==> src/rtl/cq_handler.sv <==
// cq_handler: AXI4 write slave that receives completion-queue entries into a
// ring window, turns valid-phase entries into a completion stream, and rings
// the CQ head doorbell through an AXI-Lite write master.
// Build macro: DOORBELL_COALESCE_EN. When defined, a single doorbell carries
// the latest head and skips the intermediate ones. When undefined, there is
// one doorbell per accepted entry.
module cq_handler #(
  parameter int NS_ID_WIDTH   = 4,
  parameter int NS_ADDR_WIDTH = 32,
  parameter int NS_DATA_WIDTH = 128,
  parameter int NL_ADDR_WIDTH = 32,
  parameter int NL_DATA_WIDTH = 32,
  parameter logic [NS_ADDR_WIDTH-1:0] CQ_BASE    = 'h20400,
  parameter int CQ_DEPTH = 16,
  parameter logic [NL_ADDR_WIDTH-1:0] CQ_DB_ADDR = 'h100C,
  localparam int HW = $clog2(CQ_DEPTH)
) (
  input  logic                       clk,
  input  logic                       rst,
  input  logic [NS_ID_WIDTH-1:0]     ns_awid,
  input  logic [NS_ADDR_WIDTH-1:0]   ns_awaddr,
  input  logic [7:0]                 ns_awlen,
  input  logic [2:0]                 ns_awsize,
  input  logic [1:0]                 ns_awburst,
  input  logic                       ns_awvalid,
  output logic                       ns_awready,
  input  logic [NS_DATA_WIDTH-1:0]   ns_wdata,
  input  logic [NS_DATA_WIDTH/8-1:0] ns_wstrb,
  input  logic                       ns_wlast,
  input  logic                       ns_wvalid,
  output logic                       ns_wready,
  output logic [NS_ID_WIDTH-1:0]     ns_bid,
  output logic [1:0]                 ns_bresp,
  output logic                       ns_bvalid,
  input  logic                       ns_bready,
  output logic [NL_ADDR_WIDTH-1:0]   nl_awaddr,
  output logic [NL_DATA_WIDTH-1:0]   nl_wdata,
  output logic [NL_DATA_WIDTH/8-1:0] nl_wstrb,
  output logic                       nl_awvalid,
  output logic                       nl_wvalid,
  output logic                       nl_bready,
  input  logic                       nl_awready,
  input  logic                       nl_wready,
  input  logic [1:0]                 nl_bresp,
  input  logic                       nl_bvalid,
  output logic                       cpl_valid,
  input  logic                       cpl_ready,
  output logic [15:0]                cpl_cid,
  output logic [14:0]                cpl_status,
  output logic [HW-1:0]              cqdb_sqhead,
  output logic                       phase_err
);

  typedef enum logic {IDLE, DATA} aw_state_e;
  typedef enum logic [1:0] {DB_IDLE, DB_REQ, DB_RESP} db_state_e;

  // Exclusive upper bound of the ring window, one bit wider to avoid overflow.
  localparam logic [NS_ADDR_WIDTH:0] CQ_END =
    {1'b0, CQ_BASE} + (NS_ADDR_WIDTH+1)'(CQ_DEPTH * 16);

  aw_state_e                aw_state_q, aw_state_d;
  db_state_e                db_state_q, db_state_d;
  logic [NS_ADDR_WIDTH-1:0] awaddr_q, awaddr_d;
  logic [NS_ID_WIDTH-1:0]   awid_q, awid_d;
  logic [7:0]               awlen_q, awlen_d, beat_idx_q, beat_idx_d;
  logic                     burst_err_q, burst_err_d, bvalid_q, bvalid_d;
  logic [1:0]               bresp_q, bresp_d;
  logic                     cpl_valid_q, cpl_valid_d, exp_phase_q, exp_phase_d;
  logic [15:0]              cpl_cid_q, cpl_cid_d;
  logic [14:0]              cpl_status_q, cpl_status_d;
  logic [HW-1:0]            cq_head_q, cq_head_d, sqhead_q, sqhead_d;
  logic                     phase_err_q, phase_err_d;
  logic [HW-1:0]            db_head_q, db_head_d, db_value_q, db_value_d;
  logic                     db_aw_done_q, db_aw_done_d, db_w_done_q, db_w_done_d;
`ifndef DOORBELL_COALESCE_EN
  logic [HW:0]              pending_q, pending_d;
`endif

  logic [NS_ADDR_WIDTH-1:0] beat_addr;
  logic in_range, aw_hs, w_hs, entry_ok, entry_stale, db_done, db_full;

  // Handshakes, beat address decode and ready generation.
  always_comb begin
    beat_addr   = awaddr_q + NS_ADDR_WIDTH'({beat_idx_q, 4'b0000});
    in_range    = ({1'b0, beat_addr} >= {1'b0, CQ_BASE}) && ({1'b0, beat_addr} < CQ_END);
`ifdef DOORBELL_COALESCE_EN
    db_full     = 1'b0;
`else
    db_full     = (pending_q == (HW+1)'(CQ_DEPTH));
`endif
    ns_awready  = (aw_state_q == IDLE) && !bvalid_q;
    // A held completion blocks new beats so nothing is ever dropped.
    ns_wready   = (aw_state_q == DATA) && !(cpl_valid_q && !cpl_ready) && !db_full;
    aw_hs       = ns_awvalid && ns_awready;
    w_hs        = ns_wvalid && ns_wready;
    entry_ok    = w_hs && in_range && (ns_wdata[112] == exp_phase_q);
    entry_stale = w_hs && in_range && (ns_wdata[112] != exp_phase_q);
    db_done     = (db_state_q == DB_RESP) && nl_bvalid;
  end

  // Next state for the AW/W/B path, the completion register and the doorbell.
  always_comb begin
    aw_state_d   = aw_state_q;
    awaddr_d     = awaddr_q;
    awid_d       = awid_q;
    awlen_d      = awlen_q;
    beat_idx_d   = beat_idx_q;
    burst_err_d  = burst_err_q;
    bvalid_d     = bvalid_q;
    bresp_d      = bresp_q;
    cpl_valid_d  = cpl_valid_q;
    cpl_cid_d    = cpl_cid_q;
    cpl_status_d = cpl_status_q;
    cq_head_d    = cq_head_q;
    exp_phase_d  = exp_phase_q;
    sqhead_d     = sqhead_q;
    phase_err_d  = entry_stale;
    db_state_d   = db_state_q;
    db_head_d    = db_head_q;
    db_value_d   = db_value_q;
    db_aw_done_d = db_aw_done_q;
    db_w_done_d  = db_w_done_q;

    if (bvalid_q && ns_bready) bvalid_d = 1'b0;
    case (aw_state_q)
      IDLE: if (aw_hs) begin
        awaddr_d    = ns_awaddr;
        awid_d      = ns_awid;
        awlen_d     = ns_awlen;
        beat_idx_d  = '0;
        burst_err_d = 1'b0;
        aw_state_d  = DATA;
      end
      default: if (w_hs) begin
        beat_idx_d = beat_idx_q + 8'd1;
        if (!in_range) burst_err_d = 1'b1;
        if (ns_wlast) begin
          aw_state_d = IDLE;
          bvalid_d   = 1'b1;
          bresp_d    = (burst_err_q || !in_range) ? 2'b10 : 2'b00;
        end
      end
    endcase

    if (cpl_valid_q && cpl_ready) cpl_valid_d = 1'b0;
    if (entry_ok) begin
      cpl_valid_d  = 1'b1;
      cpl_cid_d    = ns_wdata[96 +: 16];
      cpl_status_d = ns_wdata[113 +: 15];
      cq_head_d    = cq_head_q + 1'b1;
      if (cq_head_q == HW'(CQ_DEPTH - 1)) exp_phase_d = !exp_phase_q;
      sqhead_d     = ns_wdata[64 +: HW];
    end

    case (db_state_q)
      DB_IDLE: begin
`ifdef DOORBELL_COALESCE_EN
        if (db_head_q != cq_head_q) begin
          db_value_d = cq_head_q;
          db_head_d  = cq_head_q;
          db_state_d = DB_REQ;
        end
`else
        if (pending_q != '0) begin
          db_value_d = db_head_q + 1'b1;
          db_head_d  = db_head_q + 1'b1;
          db_state_d = DB_REQ;
        end
`endif
      end
      DB_REQ: begin
        db_aw_done_d = db_aw_done_q || nl_awready;
        db_w_done_d  = db_w_done_q || nl_wready;
        if ((db_aw_done_q || nl_awready) && (db_w_done_q || nl_wready)) begin
          db_aw_done_d = 1'b0;
          db_w_done_d  = 1'b0;
          db_state_d   = DB_RESP;
        end
      end
      default: if (nl_bvalid) db_state_d = DB_IDLE;
    endcase
  end

`ifndef DOORBELL_COALESCE_EN
  // Entries awaiting a doorbell; a same-cycle accept and completion cancel out.
  always_comb begin
    pending_d = pending_q;
    if (entry_ok && !db_done)      pending_d = pending_q + 1'b1;
    else if (!entry_ok && db_done) pending_d = pending_q - 1'b1;
  end
`endif

  // State registers with synchronous reset.
  always_ff @(posedge clk) begin
    if (rst) begin
      aw_state_q <= IDLE;       db_state_q <= DB_IDLE;
      awaddr_q <= '0;           awid_q <= '0;        awlen_q <= '0;
      beat_idx_q <= '0;         burst_err_q <= 1'b0;
      bvalid_q <= 1'b0;         bresp_q <= 2'b00;
      cpl_valid_q <= 1'b0;      cpl_cid_q <= '0;     cpl_status_q <= '0;
      cq_head_q <= '0;          exp_phase_q <= 1'b1; sqhead_q <= '0;
      phase_err_q <= 1'b0;      db_head_q <= '0;     db_value_q <= '0;
      db_aw_done_q <= 1'b0;     db_w_done_q <= 1'b0;
`ifndef DOORBELL_COALESCE_EN
      pending_q <= '0;
`endif
    end else begin
      aw_state_q <= aw_state_d; db_state_q <= db_state_d;
      awaddr_q <= awaddr_d;     awid_q <= awid_d;    awlen_q <= awlen_d;
      beat_idx_q <= beat_idx_d; burst_err_q <= burst_err_d;
      bvalid_q <= bvalid_d;     bresp_q <= bresp_d;
      cpl_valid_q <= cpl_valid_d; cpl_cid_q <= cpl_cid_d; cpl_status_q <= cpl_status_d;
      cq_head_q <= cq_head_d;   exp_phase_q <= exp_phase_d; sqhead_q <= sqhead_d;
      phase_err_q <= phase_err_d; db_head_q <= db_head_d; db_value_q <= db_value_d;
      db_aw_done_q <= db_aw_done_d; db_w_done_q <= db_w_done_d;
`ifndef DOORBELL_COALESCE_EN
      pending_q <= pending_d;
`endif
    end
  end

  assign ns_bid      = awid_q;
  assign ns_bresp    = bresp_q;
  assign ns_bvalid   = bvalid_q;
  assign cpl_valid   = cpl_valid_q;
  assign cpl_cid     = cpl_cid_q;
  assign cpl_status  = cpl_status_q;
  assign cqdb_sqhead = sqhead_q;
  assign phase_err   = phase_err_q;
  assign nl_awvalid  = (db_state_q == DB_REQ) && !db_aw_done_q;
  assign nl_wvalid   = (db_state_q == DB_REQ) && !db_w_done_q;
  assign nl_bready   = (db_state_q == DB_RESP);
  assign nl_awaddr   = (db_state_q == DB_REQ) ? CQ_DB_ADDR : '0;
  assign nl_wdata    = (db_state_q == DB_REQ) ? NL_DATA_WIDTH'(db_value_q) : '0;
  assign nl_wstrb    = (db_state_q == DB_REQ) ? {(NL_DATA_WIDTH/8){1'b1}} : '0;

  // Inputs and fields the datapath has no use for (INCR/16-byte beats assumed,
  // burst end taken from wlast, write response of the doorbell ignored).
  logic unused_inputs;
  assign unused_inputs = ^{ns_awsize, ns_awburst, ns_wstrb, ns_wdata, nl_bresp, awlen_q};

endmodule

==> config.mk <==
export PLATFORM = sky130hd
export DESIGN_NAME = cq_handler
export DESIGN_NICKNAME = d
export VERILOG_FILES = /design/src/rtl/cq_handler.sv
export SDC_FILE = /design/constraint.sdc
export NUM_CORES = 1
export LEC_CHECK = 0
export ABC_AREA = 1
export ABC_CLOCK_PERIOD_IN_PS = 3800
export BUFFER_PORTS_ARGS = -buffer_cell sky130_fd_sc_hd__clkbuf_2
export CORE_MARGIN = 2
export CORE_UTILIZATION = 40
export CTS_BUF_LIST = sky130_fd_sc_hd__clkbuf_16
export CTS_CLUSTER_DIAMETER = 50
export DETAILED_ROUTE_END_ITERATION = 8
export PLACE_DENSITY = 0.76
export SLEW_MARGIN = 15
export SYNTH_ARGS = -nofsm -noshare
export SYNTH_HDL_FRONTEND = slang
export SYNTH_SLANG_ARGS = --single-unit
==> constraint.sdc <==
create_clock -name clk -period 3.8 [get_ports clk]
set_input_delay 0.19 -clock clk [delete_from_list [all_inputs] [get_ports clk]]
set_output_delay 0.19 -clock clk [all_outputs]
set_load 0.01 [all_outputs]
==> results of run 1 <==
## registers in the layout (all words and copies together) (netlist names)
register,flops
awaddr_q,28
cpl_cid,16
cpl_status,15
beat_idx_q,8
pending_q,5
cq_head_q,4
cqdb_sqhead,4
db_value_q,4
ns_bid,4
db_state_q,2
aw_state_q,1
burst_err_q,1
cpl_valid,1
db_aw_done_q,1
db_w_done_q,1
exp_phase_q,1
ns_bresp,1
ns_bvalid,1
phase_err,1
## cell usage after synthesis, types with 3 or more instances
cell type,instances,area (um^2)
buf_6,4,45.0
nand4_1,8,50.1
nor3_1,8,40.0
a21oi_1,36,180
nor2_1,161,604
o21ai_1,20,100
nand3_1,52,260
inv_2,5,18.8
nand3_2,5,50.1
nor3b_1,4,30.0
clkbuf_1,17,63.8
inv_1,87,327
nor2_4,4,45.0
nor4_1,3,18.8
nand3b_1,11,82.6
nand2_2,10,62.6
buf_4,65,488
ha_1,15,188
nor2_2,29,181
dfxtp_1,99,1980
o21ai_0,62,310
nand2_1,178,668
## cells in the final DEF, fill, tap and decap left out, drive strengths merged
master and count:
dfxtp 99, nor2 194, clkinv 5, a21o 1
clkbuf 145, nand3 58, a211oi 1, buf 34
nand2 188, xnor2 2, nand3b 11, o211ai 1
o21ai 82, nor3b 4, bufinv 2, inv 94
nor3 9, xor2 1, nor4 3, fa 2
nand4 8, ha 15, conb 58, or2 4
a21oi 36
## final cells by class
cell class                      count  area [um^2]
Inverter                           94          353
Clock inverter                      7         90.1
Timing Repair Buffer              170          936
Sequential cell                    99         1990
Fill cell                        1432         7250
Tap cell                          184          230
Clock buffer                        9          225
Multi-Input combinational cell    678         3510
## per-stage QoR
step	utilization (%)	total power [uW]	setup TNS [ns]	worst slack, ns	area (um^2)
after floorplan	-	1460	0	0.0444	6210
after global placement	45.9	1540	-0.0610	-0.0610	6700
after detailed placement	45.9	1540	-0.241	-0.147	6700
after CTS	48.3	2530	0	0.000720	7040
after global routing	50.3	2650	-0.160	-0.100	7330
final	50.3	2540	0	0.112	7330
## worst paths after layout
check                start              to  cells after the start  slack [ns]
min           ns_wdata[64]  cqdb_sqhead[0]                      3        0.06
max reg2reg  beat_idx_q[0]    pending_q[4]                     28        0.11
min reg2reg    burst_err_q     burst_err_q                      2        0.47
max          beat_idx_q[0]    pending_q[4]                     28        0.11
## cell families after synthesis
kind of cell,after synthesis,synth area share [%]
compound gates,121,10.2
xor+xnor,3,0.438
fa+ha+maj,17,3.80
buf+inv,183,16.6
flops,99,33.1
other cells,1,0.0626
simple gates,479,35.8
## worst min-delay path, delay by kind of cell
kind / cells / cell delay (ns)
AND/OR/NAND/NOR: 2 / 0.12
buffers and inverters: 1 / 0.07
## report_power, final
group / internal [uW] / switching (uW)
combinational: 158 / 268
sequential: 1080 / 46.8
clock: 576 / 409
total: 1820 / 724
## per-layer routing
metal / up-vias / wire [um]
li1: 3034 / -
met1: 2691 / 6500
met2: 217 / 7620
met3: 40 / 1090
met4: 0 / 506
met5: - / 0
## repair_timing
item	4_1_cts	5_1_grt
setup buffers	0	5
cloned	0	0
setup endpoints to repair	2	3
pin swaps	3	32
gates resized for setup	9	59
==> out/metrics.cfg, run 1 <==
[outcome]
outcome = finished, final reports clean

[yosys]
ys_seq_area_share_pct = 33.1
yosysWarnings = 0
ys.flop_type = dfxtp_1
synthArstFlopShare_pct = 0
synthCells = 903
synth_edf_count = 0
synth_area_mm2 = 0.00599
ys_types = 36
synth_area_per_cell_um2 = 6.64
ys_ff_latch = 99

[floorplan]
die_x_um = 126
pin_count = 322
die_h_um = 126
rows = 44
design.core.area_mm2 = 0.0146
die_area_mm2 = 0.0160
initial_core_util_pct = 41.1

[global_routing]
overflow = 0
grt-busiest-layer = met2
grt_max_degree = 50
use_met3_pct = 4.30
grtUsageTotal_pct = 19.1
grt_util_met2_pct = 33.2
grt_pass1_wl_um = 25100
grt_pass1_vias = 5544
grt_antenna_before_repair = 0
use_met1_pct = 22.2

[clock_network]
clockBufferDepth = 2
clk_pin_slew_ns = 0.07
htreeDepth = 3
cts-root-buf = clkbuf_16
cts_hold_buffers = 0
numCtsBuffers = 9
cts_tree = built
clock_latency_ns = 0.35
clock-sinks = 99

[critical_path]
worstPathArrival_ns = 3.93
cp.required_ns = 4.04
critPathKind = reg -> reg
cp-end-kind = register
slowest_delay_ns = 0.35
worst_path_max_delay_cell = dfxtp_2
path_max_fanout = 4
worst_setup_path_start_kind = register
cpMostUsedCell = nand2_1
critPathTopFamily = simple AND/OR/NAND/NOR gates
cp.buffers_inverters = 6

[power]
p_leak_uw = 0.00365
vdd_drop_max_mv = 0.256
p_per_area_mw_per_mm2 = 346

[detailed_routing]
drt.antenna.violating_nets = 0
drtIter0Drc = 299
firstDrtPassIters = 5
drc = 0
wl_per_cell_um = 12.7
viasPerCell = 4.82
routed_wl_um = 15700
vias = 5982

[timing]
clock_skew_ns = 0.00750
setup_viol = 0
finalCritPeriodShare_pct = 97.1
worst_hold_slack_ns = 0.0592
fmaxAchievable_mhz = 271
rsz0062_at_grt = yes
min_period_ns = 3.69
drv_slew = 0
slew_headroom_pct = 51.2
worstMarginPinSlew_ns = 0.731
finalHoldViolCount = 0

[cells_and_area]
finalNonFillerCells = 1241
drive_above_1_share_pct = 27.9
diodes = 0
area_growth_pct = 22.4
nets = 1274

[job]
drv_cap = 0

[place]
dp_cells = 1220
dp_hpwl_um = 11600
gp_congestion = 0.948
portBuffers = 136

[hold_path]
timing.hold.worst.class = in -> reg

Note: power is estimated with default switching activity, not from simulation.
==> run 2, diff against run 1 <==
Settings changed: CORE_UTILIZATION 40 to 41, PLACE_DENSITY 0.76 to 0.77.
==> run 2 against run 1 <==
Net effect: cell area down 1.0%; combinational power fell by 4.7%; highest routed layer unchanged; global-route usage fell by 0.19 points; die area fell by 2.4%; non-clock buffer count shrank 5; clock skew increased by 0.0077 ns; setup slack worse by 0.0063 ns; largest cell class unchanged; sequential power about the same; core utilization rose by 0.064 points.
==> out/metrics.cfg, run 2 (synthesis gave the netlist of run 1 again) <==
[detailed_routing]
routed_wl_um = 15300
viasPerCell = 4.74
drc = 0
vias = 5856
firstDrtPassIters = 5
wl_per_cell_um = 12.4
drt.antenna.violating_nets = 0
drtIter0Drc = 303

[critical_path]
critPathKind = reg -> reg
slowest_delay_ns = 0.42
worstPathArrival_ns = 3.94
cp.required_ns = 4.05
cp.buffers_inverters = 5
critPathTopFamily = simple AND/OR/NAND/NOR gates
cp-end-kind = register
path_max_fanout = 5
worst_setup_path_start_kind = register
worst_path_max_delay_cell = dfxtp_1

[clock_network]
cts-root-buf = clkbuf_16
clockBufferDepth = 2
numCtsBuffers = 9
clock_latency_ns = 0.36
clock-sinks = 99
clk_pin_slew_ns = 0.07
cts_hold_buffers = 0
cts_tree = built
htreeDepth = 3

[power]
p_leak_uw = 0.00361
vdd_drop_max_mv = 0.262
p_per_area_mw_per_mm2 = 335
finalPower_uw = 2430

[cells_and_area]
layout_commonest_cell = nand2_1
regMostFlops = awaddr_q
final_cell_mix = nand2_1 (163), nor2_1 (155), clkbuf_2 (136)
utilization_pct = 50.3
area_growth_pct = 21.1
drive_above_1_share_pct = 27.5
n_fill_cell = 1448
nets = 1269
diodes = 0
finalNonFillerCells = 1236
largest_reg_flops = 28

[timing]
rsz0062_at_grt = yes
drv_slew = 0
finalHoldViolCount = 0
slew_headroom_pct = 52.2
fmaxAchievable_mhz = 271
worstMarginPinSlew_ns = 0.716
finalCritPeriodShare_pct = 97.2
setup_viol = 0
clock_skew_ns = 0.0152
min_period_ns = 3.69
timing.final.ws_setup_ns = 0.105
setup_tns_ns = 0

[floorplan]
die_x_um = 125
die_area_mm2 = 0.0156
rows = 44
design.core.area_mm2 = 0.0144
initial_core_util_pct = 41.6
pin_count = 322
die_h_um = 125

[global_routing]
grt_antenna_before_repair = 0
grt_pass1_vias = 5449
grtUsageTotal_pct = 18.9
overflow = 0
grt_pass1_wl_um = 24400
grt_max_degree = 50

[place]
pre_cts_slack_ns = -0.181
dp_cells = 1211
portBuffers = 136
dp_hpwl_um = 11300
gp_congestion = 0.908

[job]
drv_cap = 0

[outcome]
outcome = finished, final reports clean

[hold_path]
timing.hold.worst.class = in -> reg

## run 2: repair_timing
item,4_1_cts,5_1_grt
buffers inserted,2,7
gates resized for setup,19,47
endpoints found under the setup margin,2,3
pin swaps,7,27
## run 2: worst paths after layout
path / slack, ns / from / to / cells after the start
setup / recovery: 0.11 / beat_idx_q[6] / pending_q[4] / 26
hold / removal: 0.05 / ns_wdata[106] / cpl_cid[10] / 3
setup reg to reg: 0.11 / beat_idx_q[6] / pending_q[4] / 26
hold reg to reg: 0.47 / burst_err_q / burst_err_q / 2
## run 2: stage by stage
stage	cell area [um^2]	hold slack (ns)
2_1_floorplan	6210	0.269
5_1_grt	7260	0.0596
3_3_place_gp	6630	0.411
3_5_place_dp	6630	0.424
4_1_cts	7000	0.0456
6_report	7260	0.0507
## run 2: metal layers
layer | wire length (um) | global-route usage [%] | vias up
li1 | - | - | 3027
met2 | 7390 | 33.7 | 203
met4 | 405 | 6.41 | 0
met3 | 1170 | 5.88 | 28
met5 | 0 | 0 | -
met1 | 6330 | 21.3 | 2598
## run 2: power by group
| group | switching, uW | internal (uW) |
|---|---|---|
| Combinational | 256 | 150 |
| Clock | 442 | 456 |
| Sequential | 46.8 | 1080 |
| Total | 745 | 1690 |
## run 2: worst register-to-register path, cell delays in order, from the launching register on
cell and delay [ns]:
dfxtp_1 0.42, ha_4 0.26, nand2_2 0.13, inv_1 0.11, a21oi_4 0.18, nand2_4 0.09, nand2_4 0.08, nor2_4 0.04
buf_4 0.12, buf_4 0.12, nand3_1 0.10, nand3_1 0.10, nor2_2 0.13, nand3_2 0.13, nor2_4 0.16, nand3_4 0.08
inv_2 0.08, ha_4 0.14, inv_4 0.05, fa_2 0.34, a21o_1 0.17, a21oi_2 0.15, nor2_1 0.05, nor2_1 0.10
nand2_1 0.07, o21ai_1 0.13, a21oi_1 0.05
## run 2: cell type report
type / count / area, um^2 / share of cell area, %
Tap cell: 184 / 230 / 3.17
Sequential cell: 99 / 1990 / 27.4
Clock buffer: 9 / 225 / 3.10
Timing Repair Buffer: 165 / 898 / 12.4
Multi-Input combinational cell: 678 / 3500 / 48.2
Clock inverter: 7 / 61.3 / 0.844
Inverter: 94 / 355 / 4.89
